## src/rtl/mem_stage.sv

```systemverilog
// mem_stage: MEM access controller (req/ack data memory, timeout, misalign detect)
// and MEM/WB pipeline register for the 5-stage MIPS pipeline.
module mem_stage #(
    parameter int TIMEOUT = 16
) (
    input  logic        clk,
    input  logic        rst_n,
    input  logic [1:0]  MEM_M,
    input  logic [1:0]  WB_M,
    input  logic [31:0] ALUOut_M,
    input  logic [31:0] WriteData_M,
    input  logic [4:0]  WriteReg_M,
    output logic        stall_M,
    output logic        dmem_req,
    output logic        dmem_we,
    output logic [31:0] dmem_addr,
    output logic [31:0] dmem_wdata,
    input  logic        dmem_ack,
    input  logic [31:0] dmem_rdata,
    output logic [1:0]  WB_W,
    output logic [31:0] ReadData_W,
    output logic [31:0] ALUOut_W,
    output logic [4:0]  WriteReg_W,
    output logic        misalign_W,
    output logic        bus_err_W
);
    localparam int CW = $clog2(TIMEOUT);
    localparam logic [CW-1:0] LAST = CW'(TIMEOUT - 1);

    typedef enum logic {IDLE, BUSY} state_t;
    state_t state, state_nx;

    logic [CW-1:0] cnt;
    logic [31:0]   cap_addr, cap_wdata;
    logic          cap_we;
    logic [1:0]    cap_wb;
    logic [4:0]    cap_wreg;
    logic          mem_op, aligned, timeout, hold;

    always_comb begin
        mem_op   = |MEM_M;
        aligned  = ALUOut_M[1:0] == 2'b00;
        timeout  = cnt == LAST;
        hold     = (state == IDLE) ? (mem_op && aligned) : (!dmem_ack && !timeout);
        state_nx = hold ? BUSY : IDLE;
        stall_M  = rst_n && hold;
    end

    assign dmem_we    = cap_we;
    assign dmem_addr  = cap_addr;
    assign dmem_wdata = cap_wdata;

    always_ff @(posedge clk or negedge rst_n) begin
        if (!rst_n) begin
            state      <= IDLE;
            cnt        <= '0;
            cap_addr   <= '0;
            cap_wdata  <= '0;
            cap_we     <= 1'b0;
            cap_wb     <= '0;
            cap_wreg   <= '0;
            dmem_req   <= 1'b0;
            WB_W       <= '0;
            ReadData_W <= '0;
            ALUOut_W   <= '0;
            WriteReg_W <= '0;
            misalign_W <= 1'b0;
            bus_err_W  <= 1'b0;
        end else begin
            state      <= state_nx;
            misalign_W <= 1'b0;
            bus_err_W  <= 1'b0;
            if (state == IDLE) begin
                if (!mem_op || !aligned) begin
                    // misaligned ops pass through with RegWrite cleared
                    WB_W       <= mem_op ? {1'b0, WB_M[0]} : WB_M;
                    ALUOut_W   <= ALUOut_M;
                    WriteReg_W <= WriteReg_M;
                    ReadData_W <= '0;
                    misalign_W <= mem_op;
                end else begin
                    cap_addr  <= ALUOut_M;
                    cap_wdata <= WriteData_M;
                    cap_we    <= MEM_M[0];
                    cap_wb    <= WB_M;
                    cap_wreg  <= WriteReg_M;
                    dmem_req  <= 1'b1;
                    cnt       <= '0;
                    WB_W      <= '0;
                end
            end else if (dmem_ack) begin
                WB_W       <= cap_wb;
                ALUOut_W   <= cap_addr;
                WriteReg_W <= cap_wreg;
                ReadData_W <= cap_we ? 32'h0 : dmem_rdata;
                dmem_req   <= 1'b0;
            end else if (timeout) begin
                dmem_req  <= 1'b0;
                WB_W      <= '0;
                bus_err_W <= 1'b1;
            end else begin
                cnt  <= cnt + 1'b1;
                WB_W <= '0;
            end
        end
    end
endmodule

```

## config.mk

```make
export PLATFORM = sky130hd
export DESIGN_NAME = mem_stage
export DESIGN_NICKNAME = d
export VERILOG_FILES = /design/src/rtl/mem_stage.sv
export SDC_FILE = /design/constraint.sdc
export NUM_CORES = 1
export LEC_CHECK = 0
export BUFFER_PORTS_ARGS = -buffer_cell sky130_fd_sc_hd__buf_2
export CAP_MARGIN = 10
export CORE_MARGIN = 2
export CORE_UTILIZATION = 52
export DETAILED_ROUTE_END_ITERATION = 10
export PLACE_DENSITY = 0.92
export SLEW_MARGIN = 10
export SYNTH_ARGS = -nofsm -noshare
export SYNTH_HDL_FRONTEND = slang
export SYNTH_SLANG_ARGS = --single-unit
```

## constraint.sdc

```tcl
create_clock -name clk -period 2.9 [get_ports clk]
set_input_delay 0.58 -clock clk [delete_from_list [all_inputs] [get_ports clk]]
set_output_delay 0.58 -clock clk [all_outputs]
set_load 0.005 [all_outputs]
```

---- Yosys cells after proc, flatten, opt, wreduce, memory -nomap -nowiden ----
Index checks and enable logic that the tools add are counted.
word-level totals
  RAM bits ................................ 0
  bits in registers ....................... 151
  bits in read-only memories .............. 0
  memories ................................ 0
  output and inout bits ................... 140
  logic and storage cells ................. 67
  bits in latches ......................... 0
cells by class
  shift-type cells ........................ 0
  multiply operators ...................... 0
  eq/ne operators ......................... 6
  reductions and logical operators ........ 15
  multiplexer cells ....................... 29
  div/mod/pow operators ................... 0
  bitwise logic cells ..................... 2
  order comparisons ....................... 0
  add/sub/neg operators ................... 1
operator list
  kind                                                              number
  32-bit two-way mux                                                7
  4-bit two-way mux                                                 4
  5-bit two-way mux                                                 3
  1-bit two-way mux                                                 11
  2-bit two-way mux                                                 4
  2-bit != test (second input constant)                             4
  2-bit AND reduction                                               3
  4-bit by 1-bit adder with 4-bit output (second input constant)    1
  4-bit == test (second input constant)                             1
  1-bit logical NOT                                                 4
  1-bit logical AND                                                 3
  3-bit by 2-bit != test with 1-bit output (second input constant)  1
  3-bit AND reduction                                               1
  2-bit logical NOT                                                 1
  1-bit NOT                                                         2
  2-bit nonzero test                                                1
  2-bit OR reduction                                                1
  1-bit logical OR                                                  1

---- Depth between registers and ports, before layout ----
  depth after elaboration ................. 5
  gate-level depth with buffers ........... 6

---- Worst setup path before layout ----
No wires, ideal clock.
  path type ............................... input-to-output
  start point ............................. in ALUOut_M[1]
  end point ............................... out stall_M
  data required time ...................... 2.320 ns
  stages .................................. 4
  setup slack ............................. 0.970 ns
  arrival ................................. 1.350 ns
  path through ............................ or2_0 buf_2 o22ai_1 and2_1
on the way
  word-level cells in the longest chain between the ends .. 4
ends and longest elaborated chain
  what               line  RTL
  start, declared    10    input logic [31:0] ALUOut_M,
  2-bit logical NOT  42    aligned = ALUOut_M[1:0] == 2'b00;
  1-bit logical AND  44    hold = (state == IDLE) ? (mem_op && aligned) : (!dmem_ack && !timeout);
  1-bit two-way mux  44
  net hold           38    logic mem_op, aligned, timeout, hold;
  1-bit logical AND  46    stall_M = rst_n && hold;
  end, declared      13    output logic stall_M,
The timed path passes the listed nets, and every way through them passes these cells.

---- Worst setup path after layout ----
  start point ............................. reg state
  end point ............................... out stall_M
on the way
  word-level cells in the longest chain between the ends .. 2
ends and longest elaborated chain
  what                    line  RTL
  start, declared         31    state_t state, state_nx;
  start signal, assigned  70    state <= state_nx;
  1-bit two-way mux       44
  net hold                38
  1-bit logical AND       46
The timed path passes the listed nets, and every way through them passes these cells.

==> impl_metrics.json <==
{
  "die_area_sq_um": 12600,
  "final_nets": 748,
  "rows": 39,
  "dominantRegCellSynth": "dfrtp_1",
  "cts-hold-fix-buffers": 0,
  "tightest_slew_ns": 0.809,
  "fin_area_sq_um": 8070,
  "synth.yosys.seq_area_share_pct": 61.9,
  "post_cts_repair_timing_setup_buffer_count": 0,
  "share_of_synthesized_flip_flops_with_an_asynchronous_set_or_reset_pct": 100,
  "finalSetupViolations": 0,
  "worst-endpoint-required_ns": 2.32,
  "initial_utilization_pct": 53.4,
  "finalMaxSlewViolations": 0,
  "share_of_the_synthesized_area_in_the_top_cell_type_pct": 61.9,
  "dp_slack_ns": 0.492,
  "layout_worst_path_cycle_share_pct": 85.8,
  "drive_above_1_share_pct": 65.5,
  "max-slew-margin-rel_pct": 46.1,
  "ys_types": 32,
  "die_h_um": 112,
  "port_buffers": 247,
  "cts_buffers": 17,
  "reg2reg_from": "state",
  "final_period_minus_worst_setup_slack_ns": 2.49,
  "clk_path_buf_depth": 2,
  "worstHoldPathType": "input port to async pin",
  "leakagePower_nw": 3.98,
  "grt.overflow.total": 0,
  "wirelength_um": 14200,
  "syn_area_per_cell_sq_um": 15.6,
  "drtPass1Iterations": 5,
  "synth_most_common_cell": "dfrtp_1",
  "final.setup.worst_slack_ns": 0.411,
  "cellPowerDensity_nw_per_um2": 767,
  "synthesis.instances": 390,
  "antenna_left": 0,
  "postSynthNetCount": 499,
  "floorplan_core_area_sq_um": 11400,
  "syn2layout_area_growth_pct": 32.3,
  "detail_route.drc_violations": 0,
  "grt_use_total_pct": 23.3,
  "hpwl_um": 9880,
  "clk_pin_slew_ns": 0.06,
  "grt_first_pass_wirelength_um": 23100,
  "crit_arrival_ns": 1.91,
  "placed_area_sq_um": 7440,
  "top_level_ports": 248,
  "timing.critical_path.to_type": "output pin",
  "cp-startpoint": "state",
  "timing.max_cap.violations": 0,
  "worst_supply_voltage_drop_on_vdd_uv": 573,
  "via_per_inst": 5.31,
  "netlist.top_cell.by_area": "dfrtp_1",
  "die_width_um": 112,
  "first_global_vias": 4550,
  "route.met3.wl_um": 1000,
  "num_antenna_cells": 0,
  "routed_wire_length_per_instance_um": 17.9,
  "cts_tree": "done",
  "cts-root-buf": "clkbuf_16",
  "grt_start_max_net_pins": 152,
  "cts.repair.resized": 0,
  "finish.utilization_pct": 70.7,
  "htree_levels": 4,
  "critPathLaunchType": "flip-flop",
  "dr.max_layer_used": "met4",
  "met2_wire_len_um": 7380,
  "final_hold_viol_count": 0,
  "finalClockSkew_ns": 0.00668,
  "met1_length_um": 5570,
  "status": "completed",
  "maxClockFrequency_mhz": 402,
  "worst-setup-path-type": "flip-flop to output pin",
  "setup_total_neg_slack_ns": 0,
  "route.vias.total": 4219,
  "synthTopCellsByCount": "dfrtp_1 (151), mux2_2 (138), a22o_1 (32)",
  "setup_repair_after_global_routing_missed_its_margin": "no",
  "critical_path.max_fanout": 16,
  "synthTopCellsByArea": "dfrtp_1 (62%), mux2_2 (25%), a22o_1 (4.6%)",
  "synthesis.area_sq_um": 6100,
  "cts_num_sinks": 151,
  "grt_antenna_before_repair": 0,
  "yosys_register_bits": 151,
  "synth_enable_flop_cells": 0,
  "insertion_delay_ns": 0.41,
  "gp_congestion": 0.795,
  "yosys_warnings": 0,
  "dr.first_iter.drc_count": 286
}
## metrics by stage
| step | power [mW] | cells | hold slack [ns] |
|---|---|---|---|
| 2_1_floorplan | 3.32 | 390 | 0.284 |
| 3_3_place_gp | 3.86 | 763 | 0.481 |
| 3_5_place_dp | 3.94 | 763 | 0.487 |
| 4_1_cts | 6.25 | 795 | 0.340 |
| 5_1_grt | 6.48 | 795 | 0.313 |
| 6_report | 6.19 | 795 | 0.246 |
## kinds of logic (layout without fill, tap and decap cells)
| kind of cell | count (synthesis) | in the layout | synth area share, % |
|---|---|---|---|
| DFF | 151 | 151 | 61.9 |
| muxes | 145 | 145 | 26.7 |
| AOI/OAI and AO/OA | 45 | 45 | 6.30 |
| buffers and inverters | 28 | 290 | 2.85 |
| and+or+nand+nor | 19 | 19 | 1.81 |
| adders and majority gates | 1 | 1 | 0.205 |
| xor gates and xnor gates | 1 | 1 | 0.144 |
## registers in the layout (all words and copies together), names as in the netlist, 2 cells and up
name        count
ALUOut_W       32
cap_wreg        5
cnt             4
dmem_wdata     32
ReadData_W     32
cap_wb          2
WB_W            2
WriteReg_W      5
dmem_addr      32
## routing by layer
metal | vias up | global-route usage (%)
li1 | 1910 | -
met1 | 2091 | 27.5
met2 | 192 | 40.0
met3 | 26 | 7.13
met4 | 0 | 9.19
met5 | - | 0
## power by group
| part | switching [mW] | leakage (nW) | internal [mW] | total, mW |
|---|---|---|---|---|
| Clock | 0.840 | 0.299 | 1.45 | 2.29 |
| Combinational | 0.496 | 1.82 | 0.678 | 1.17 |
| Sequential | 0.231 | 1.86 | 2.49 | 2.72 |
| Total | 1.57 | 3.98 | 4.62 | 6.19 |
## cell usage in the layout, fill, tap and decap left out, types with 2 or more instances in the layout
cell type and count:
buf_12 2, inv_1 5, clkinvlp_4 3, mux2_2 138, nor2b_1 3, buf_2 246, buf_4 4, o21ai_0 4
mux2_1 6, a22o_1 32, nand3_1 5, inv_6 2, clkinv_2 2, o22ai_1 3, bufinv_16 3, clkbuf_16 17
dfrtp_1 150, nand2_1 2, nor2_1 2, clkbuf_8 4
## final cells by class
| class | count | area (sq um) |
|---|---|---|
| Timing Repair Buffer | 253 | 1310 |
| Clock buffer | 22 | 484 |
| Sequential cell | 151 | 3780 |
| Tap cell | 143 | 179 |
| Fill cell | 752 | 3350 |
| Inverter | 5 | 18.8 |
| Clock inverter | 10 | 140 |
| Multi-Input combinational cell | 211 | 2150 |
## critical path, cell delays in order, from the launching register on
cell and delay [ns]:
dfrtp_2 0.58, nand2b_1 0.23, o22ai_1 0.37, and2_1 0.20, buf_2 0.11
## final timing paths
check / slack (ns) / depth (start not counted) / end
worst max-delay path: 0.41 / 4 / stall_M
worst min-delay path: 0.25 / 2 / dmem_wdata[1]
worst max register to register: 0.85 / 5 / ReadData_W[18]
worst min register to register: 0.50 / 1 / ALUOut_W[18]
max in group asynchronous: 2.00 / 2 / ALUOut_W[3]
min in group clk: 0.38 / 2 / ReadData_W[13]
No activity file was read; power rests on OpenSTA's default activity.
